`src/rtl/riscv_pkg.sv`:
```
// Shared RISC-V constants used by the front-end blocks.
package riscv_pkg;

    // Canonical NOP: addi x0, x0, 0
    localparam logic [31:0] NOP_INSTR    = 32'h00000013;
    localparam int          XLEN_DEFAULT = 32;

endpackage : riscv_pkg

```
`src/rtl/fq_storage.sv`:
```
// Entry storage for the fetch queue: DEPTH words of {pc, instr}.
// One synchronous write port and one asynchronous read port. The contents
// are not reset, because occupancy is tracked entirely by the pointers
// and the count in the parent.
module fq_storage #(
    parameter int XLEN  = 32,
    parameter int DEPTH = 4,
    parameter int ADDRW = $clog2(DEPTH)
) (
    input  logic              clk,
    input  logic              wrEn,
    input  logic [ADDRW-1:0]  wrAddr,
    input  logic [2*XLEN-1:0] wrData,
    input  logic [ADDRW-1:0]  rdAddr,
    output logic [2*XLEN-1:0] rdData
);

    logic [2*XLEN-1:0] mem [DEPTH];

    // Write the entry selected by the write pointer
    always_ff @(posedge clk) begin
        if (wrEn) begin
            mem[wrAddr] <= wrData;
        end
    end

    // Asynchronous read of the entry selected by the read pointer
    always_comb begin
        rdData = mem[rdAddr];
    end

endmodule : fq_storage

```
`src/rtl/fetch_queue.sv`:
```
// Fetch queue between instruction fetch and decode.
//
// Handshake: both sides use valid/ready. A transfer happens on a rising
// edge only when valid and ready are both high and flush is low. Once
// valid is raised the producer holds its payload until it is accepted.
// push_ready depends only on the stored count, so it never reflects
// pop_ready in the same cycle; pop outputs come from stored entries only,
// giving one cycle of latency from push to pop.
module fetch_queue
    import riscv_pkg::*;
#(
    parameter int XLEN     = XLEN_DEFAULT,
    parameter int DEPTH    = 4,
    parameter int NOP_FILL = 1
) (
    input  logic                     clk,
    input  logic                     reset,
    input  logic                     flush,
    input  logic                     push_valid,
    output logic                     push_ready,
    input  logic [XLEN-1:0]          push_instr,
    input  logic [XLEN-1:0]          push_pc,
    output logic                     pop_valid,
    input  logic                     pop_ready,
    output logic [XLEN-1:0]          pop_instr,
    output logic [XLEN-1:0]          pop_pc,
    output logic [XLEN-1:0]          pop_pcplus4,
    output logic [$clog2(DEPTH):0]   count
);

    localparam int PTRW = $clog2(DEPTH);
    localparam int CNTW = PTRW + 1;

    // DEPTH must be a power of two so the pointers wrap for free
    generate
        if ((DEPTH < 2) || ((DEPTH & (DEPTH - 1)) != 0)) begin : gBadDepth
            $error("fetch_queue: DEPTH must be a power of two and >= 2");
        end
    endgenerate

    logic [PTRW-1:0]   rdPtr;
    logic [PTRW-1:0]   wrPtr;
    logic [CNTW-1:0]   occupancy;
    logic              pushFire;
    logic              popFire;
    logic              isEmpty;
    logic [2*XLEN-1:0] headData;
    logic [XLEN-1:0]   headInstr;
    logic [XLEN-1:0]   headPc;

    // Handshake status derived from stored occupancy only
    always_comb begin
        isEmpty    = (occupancy == '0);
        push_ready = (occupancy < CNTW'(DEPTH));
        pop_valid  = !isEmpty;
        pushFire   = push_valid && push_ready && !flush;
        popFire    = pop_valid && pop_ready && !flush;
    end

    // Pointer and occupancy tracking; flush wins over any push or pop
    always_ff @(posedge clk or negedge reset) begin
        if (!reset) begin
            rdPtr     <= '0;
            wrPtr     <= '0;
            occupancy <= '0;
        end else if (flush) begin
            rdPtr     <= '0;
            wrPtr     <= '0;
            occupancy <= '0;
        end else begin
            if (pushFire) begin
                wrPtr <= wrPtr + PTRW'(1);
            end
            if (popFire) begin
                rdPtr <= rdPtr + PTRW'(1);
            end
            if (pushFire && !popFire) begin
                occupancy <= occupancy + CNTW'(1);
            end else if (popFire && !pushFire) begin
                occupancy <= occupancy - CNTW'(1);
            end
        end
    end

    fq_storage #(
        .XLEN  (XLEN),
        .DEPTH (DEPTH),
        .ADDRW (PTRW)
    ) uStorage (
        .clk    (clk),
        .wrEn   (pushFire),
        .wrAddr (wrPtr),
        .wrData ({push_pc, push_instr}),
        .rdAddr (rdPtr),
        .rdData (headData)
    );

    // Head presentation; an empty queue shows a NOP at PC 0 when enabled
    always_comb begin
        headInstr = headData[XLEN-1:0];
        headPc    = headData[2*XLEN-1:XLEN];
        if (isEmpty && (NOP_FILL != 0)) begin
            pop_instr = XLEN'(NOP_INSTR);
            pop_pc    = '0;
        end else begin
            pop_instr = headInstr;
            pop_pc    = headPc;
        end
        pop_pcplus4 = pop_pc + XLEN'(4);
        count       = occupancy;
    end

endmodule : fetch_queue

```
`config.mk`:
```
export PLATFORM = sky130hd
export DESIGN_NAME = fetch_queue
export DESIGN_NICKNAME = d
export VERILOG_FILES = /design/src/rtl/riscv_pkg.sv /design/src/rtl/fq_storage.sv /design/src/rtl/fetch_queue.sv
export SDC_FILE = /design/constraint.sdc
export NUM_CORES = 1
export LEC_CHECK = 0
export BUFFER_PORTS_ARGS = -buffer_cell sky130_fd_sc_hd__buf_2
export CORE_ASPECT_RATIO = 0.5
export CORE_MARGIN = 2
export CORE_UTILIZATION = 59
export CTS_BUF_LIST = sky130_fd_sc_hd__clkbuf_8
export DETAILED_ROUTE_END_ITERATION = 7
export HOLD_SLACK_MARGIN = 0.15
export PLACE_DENSITY = 0.83
export SLEW_MARGIN = 20
export SYNTH_ARGS = -nofsm -noshare
export SYNTH_HDL_FRONTEND = slang
export SYNTH_HIERARCHICAL = 1
export SYNTH_SLANG_ARGS = --single-unit
```
`constraint.sdc`:
```
create_clock -name clk -period 9.03 [get_ports clk]
set_clock_uncertainty 0.2 [all_clocks]
set_input_delay 1.3545 -clock clk [delete_from_list [all_inputs] [get_ports clk]]
set_output_delay 1.3545 -clock clk [all_outputs]
set_load 0.02 [all_outputs]
```
# Word-level counts from Yosys, hierarchy flattened
# Memory sizes are Yosys's and may differ from the RTL's.
# Index checks and enable logic that the tools add are counted.
dict set report totals {
  register_bits 7
  mem_bits_rw 256
  out_inout_bits 101
  word_cells 35
  memories 1
}
dict set report op_classes {
  n_addsub 5
  magnitude_cmp 1
  mux 11
  reduce_logical 14
}
# name words width rd rd_clocked_by_memory_dff wr line
set memory_table {}
lappend memory_table {uStorage.mem 4 64 1 0 1 fq_storage.sv:18} ;# logic [2*XLEN-1:0] mem [DEPTH];
# cell n
set op_table {}
lappend op_table {{32-bit 2-to-1 mux} 2}
lappend op_table {{32-bit by 3-bit adder with 32-bit output, second input constant} 1}
lappend op_table {{3-bit 2-to-1 mux} 3}
lappend op_table {{2-bit 2-to-1 mux} 4}
lappend op_table {{1-bit logical AND} 6}
lappend op_table {{2-bit by 1-bit adder with 2-bit output, second input constant} 2}
lappend op_table {{1-bit zero test} 4}
lappend op_table {{2-bit nonzero test} 2}
lappend op_table {{3-bit by 1-bit adder with 3-bit output, second input constant} 1}
lappend op_table {{3-bit zero test} 1}
lappend op_table {{3-bit less-than comparator, second input constant} 1}
lappend op_table {{3-bit nonzero test} 1}
lappend op_table {{3-bit by 1-bit subtractor with 3-bit output, second input constant} 1}
lappend op_table {{1-bit 2-to-1 mux} 2}

# Longest topological paths before layout
dict set report logic_depth {
  depth_word 8
  ltp_mapped 11
}

# By module
# The synthesis kept the hierarchy.
# mod instances cells_each area_each_um2 seq_area_each_um2
set modules_own_cells {}
lappend modules_own_cells {fq_storage 1 338 9341.5 7687.4}
lappend modules_own_cells {fetch_queue 1 211 1547.7 175.2}

# Worst setup path before layout
# OpenSTA, ideal clock, no wires.
dict set report synth_path {
  kind {input to register}
  startpoint {in push_valid}
  endpoint {mem uStorage/mem[0][0] in the netlist's numbering, enable pin}
  setup_ns 0.578
  arrival_ns 6.572
  required_ns 8.252
  setup_slack_ns 1.680
  stages 3
  n_path_buf 0
  path_cell_list {nor2b_1 > nor2b_1 > nor3b_1}
}
dict set report synth_via {
  elab_chain_cells 4
}
# element line
set synth_rtl {}
lappend synth_rtl {{start, declared} fetch_queue.sv:19} ;# input logic push_valid,
lappend synth_rtl {{1-bit logical AND (2 in series)} fetch_queue.sv:56} ;# pushFire = push_valid && push_ready && !flush;
lappend synth_rtl {{named net pushFire} fetch_queue.sv:44} ;# logic pushFire;
lappend synth_rtl {{1-bit 2-to-1 mux} fq_storage.sv:22} ;# if (wrEn) begin
lappend synth_rtl {{1-bit 2-to-1 mux (implied by the code)} fq_storage.sv:23} ;# mem[wrAddr] <= wrData;
lappend synth_rtl {{end, declared} fq_storage.sv:18}
# The timed path passes the listed nets, and every way through them passes these cells.

# Final worst setup path
dict set report layout_path {
  startpoint {reg rdPtr[0]}
  endpoint {out pop_pcplus4[21]}
}
dict set report layout_via {
  elab_chain_cells 3
}
# element line
set layout_rtl {}
lappend layout_rtl {{start, declared} fetch_queue.sv:41} ;# logic [PTRW-1:0] rdPtr;
lappend layout_rtl {{start signal, assigned} fetch_queue.sv:75} ;# rdPtr <= rdPtr + PTRW'(1);
lappend layout_rtl {{memory read 4 x 64 bit} n/a}
lappend layout_rtl {{named net headData[47]} fetch_queue.sv:47} ;# logic [2*XLEN-1:0] headData;
lappend layout_rtl {{32-bit 2-to-1 mux} fetch_queue.sv:102} ;# if (isEmpty && (NOP_FILL != 0)) begin
lappend layout_rtl {{32-bit by 3-bit adder with 32-bit output} fetch_queue.sv:109} ;# pop_pcplus4 = pop_pc + XLEN'(4);
lappend layout_rtl {{end, declared} fetch_queue.sv:27} ;# output logic [XLEN-1:0] pop_pcplus4,
# The timed path passes the listed nets, and every way through them passes these cells.

==> results.py <==
metrics = {
    "route": {
        "routed_wl_um": 21500,
        "final_antenna_net_count": 0,
        "drt_pre_antenna_iters": 5,
        "drc": 0,
        "num_vias": 5792,
        "viasPerCell": 5.77,
        "drtIter0Drc": 552,
        "wl_per_cell_um": 21.4,
    },
    "flow_run": {
        "max-cap-violations": 0,
    },
    "yosys": {
        "synth_top_area_share_pct": 70.6,
        "syn_area_per_cell_um2": 19.8,
        "synth-adder-area-share_pct": 0.299,
        "yosysSeqAreaShare_pct": 72.2,
        "ys_seq_elements": 263,
        "synth_cell_types": 48,
        "syn-num-nets": 620,
        "yosys.area.top_type": "edfxtp_1",
        "synth_simple_gate_area_share_pct": 8.28,
        "synth_edf_count": 256,
        "syn_inst": 549,
        "ys_top_cells_by_area": "edfxtp_1 (71%), mux4_2 (12%), and2_1 (3.3%)",
        "synth_ff_type": "edfxtp_1",
        "synth_top_family_by_area": "multiplexers",
        "synthArstFlopShare_pct": 2.66,
        "synth_area_um2": 10900,
        "synth_xor_area_share_pct": 2.49,
        "synth-compound-area-share_pct": 0.885,
        "ys_warn_count": 6,
        "synth_mux_area_share_pct": 13.5,
    },
    "cells_and_area": {
        "register_area_um2": 7870,
        "final_cell_area_um2": 12500,
        "final_cell_mix": "edfxtp_1 (256), buf_2 (169), mux4_2 (60), and2_1 (58), clkbuf_8 (40)",
        "layout-drive-gt1-share_pct": 38.7,
        "layout_commonest_cell": "edfxtp_1",
        "fillCellCount": 1186,
        "utilization_pct": 68.6,
        "multi_input_area_um2": 2790,
        "syn_to_final_growth_pct": 15.0,
        "nNetsFinal": 808,
    },
    "grt": {
        "grt_use_total_pct": 22.0,
        "antenna_found_initial": 3,
        "grt_overflow_total": 0,
        "grt_pass1_vias": 5859,
        "grt_pass1_wl_um": 32400,
        "grt_max_degree": 66,
    },
    "power_and_ir_drop": {
        "power_mw": 3.76,
        "leakagePower_nw": 4.42,
        "power.density_nw_per_um2": 300,
        "irDropWorstVdd_mv": 0.133,
    },
    "clocking": {
        "holdBufCountCts": 0,
        "insertion_delay_ps": 500,
        "cts_made_buffers": 36,
        "cts_tree": "done",
        "clkTransAtPathRegs_ps": 70,
        "cts.repair.resized": 0,
        "cts.path.max_buffers": 3,
        "root_buffer": "clkbuf_8",
        "cts_setup_buffers": 0,
        "cts.sinks": 263,
        "htreeDepth": 2,
    },
    "timing": {
        "worstMarginPinSlew_ps": 1060,
        "drv_slew": 0,
        "finalSetupViolCount": 0,
        "fmax_mhz": 180,
        "max-slew-margin-rel_pct": 29.4,
        "final.setup.tns_ps": 0,
        "fin_crit_ps": 5560,
        "hold_violations": 0,
        "fin_ws_ps": 3470,
        "period_share_pct": 61.6,
        "rsz0062_at_grt": "no",
    },
    "placement": {
        "dpl.hpwl_um": 13100,
        "place_ws_ps": 3910,
        "placed_cell_area_um2": 11900,
        "gp_congestion": 0.866,
        "io_buffers": 169,
    },
    "worst_setup_path": {
        "end_kind": "primary output",
        "crit_path_start_kind": "register",
        "path_delay_family": "simple AND/OR/NAND/NOR gates",
        "critPathSlowestCell": "dfrtp_4",
        "slowest_delay_ps": 770,
        "crit_arrival_ps": 4010,
        "worst-path-buf-inv": 2,
        "crit_fanout": 41,
        "worstPathRequired_ps": 7480,
        "worstSetupPathType": "reg2out",
        "path_cells": "buf_4 > mux4_2 > nand3_1 > nor3_1 > a21boi_0 > o21a_1 > buf_2",
    },
    "die": {
        "core_um2": 18300,
        "pin_count": 170,
        "die_w_um": 196,
        "initial_core_util_pct": 59.6,
        "rows": 35,
        "die-area_um2": 19600,
        "die_y_um": 100,
    },
    "outcome": {
        "outcome": "complete, no violations",
    },
    "worst_hold_path": {
        "worstHoldPathType": "reg2reg",
    },
}
[cells in the mapped netlist (all sizes together) (2+ instances only)]
cell type / count
nand3: 12
nor2: 20
and3: 3
edfxtp: 256
nor4: 5
and3b: 3
inv: 9
dfrtp: 7
and4: 2
nor2b: 4
mux4: 64
o31ai: 2
nand4: 15
clkbuf: 6
buf: 19
nor3: 4
nand2: 10
and2: 58
xor2: 11
xnor2: 20
nand2b: 3
[metal layers]
metal | global-route usage (%) | share of wire [%] | up-vias
li1 | - | - | 2584
met1 | 31.8 | 43 | 2956
met3 | 5.07 | 6.7 | 30
met4 | 5.59 | 1.5 | 0
met5 | 0 | 0 | -
met2 | 35.1 | 49 | 222
[report_power, final]
part	switching (mW)	leakage (nW)	internal, mW
logic	0.903	1.63	0.547
clock network	0.404	0.385	0.404
registers	0.0658	2.41	1.43
total	1.37	4.42	2.38
[final cells by class]
cell class / count / area share (%)
inverter: 9 / 0.270
timing repair buffer: 175 / 7.11
clock inverter: 21 / 0.649
tap: 240 / 2.40
multi-input combinational: 252 / 22.3
sequential: 263 / 62.8
clock buffer: 40 / 4.40
antenna: 3 / 0.0599
[worst paths after layout]
kind,startpoint,end,slack (ps),cells past startpoint
setup / recovery,rdPtr[0]$_DFFE_PN0P_,pop_pcplus4[21],3470,7
hold / removal,wrPtr[1]$_DFFE_PN0P_,wrPtr[1]$_DFFE_PN0P_,440,2
setup reg to reg,count[2]$_DFFE_PN0P_,uStorage/mem[0][2]$_DFFE_PP_,6170,4
hold reg to reg,wrPtr[1]$_DFFE_PN0P_,wrPtr[1]$_DFFE_PN0P_,440,2
max in group asynchronous,reset,rdPtr[1]$_DFFE_PN0P_,7950,1
min in group asynchronous,reset,rdPtr[0]$_DFFE_PN0P_,480,1
[metrics by stage]
| stage | instances | hold slack, ps |
|---|---|---|
| 2_1_floorplan | 549 | 304 |
| 3_3_place_gp | 939 | 402 |
| 3_5_place_dp | 939 | 425 |
| 4_1_cts | 1000 | 444 |
| 5_1_grt | 1000 | 468 |
| 6_report | 1003 | 443 |
[tightest hold or removal path: stages (launching register included)]
cell	delay (ps)
dfrtp_1	440
xor2_1	100
nor2_1	70
[state kept, by name (all words and copies together), names as in the netlist]
name and flops:
count 3, rdPtr 2, uStorage/mem 256, wrPtr 2
[cells by family after synthesis]
logic type / after synthesis
AO/OA/AOI/OAI: 10
XOR/XNOR: 31
adder cells (fa/ha/maj): 2
buffers and inverters: 34
flip-flops: 263
multiplexers: 65
AND/OR/NAND/NOR: 144
Note: power is estimated with default switching activity, not from simulation.
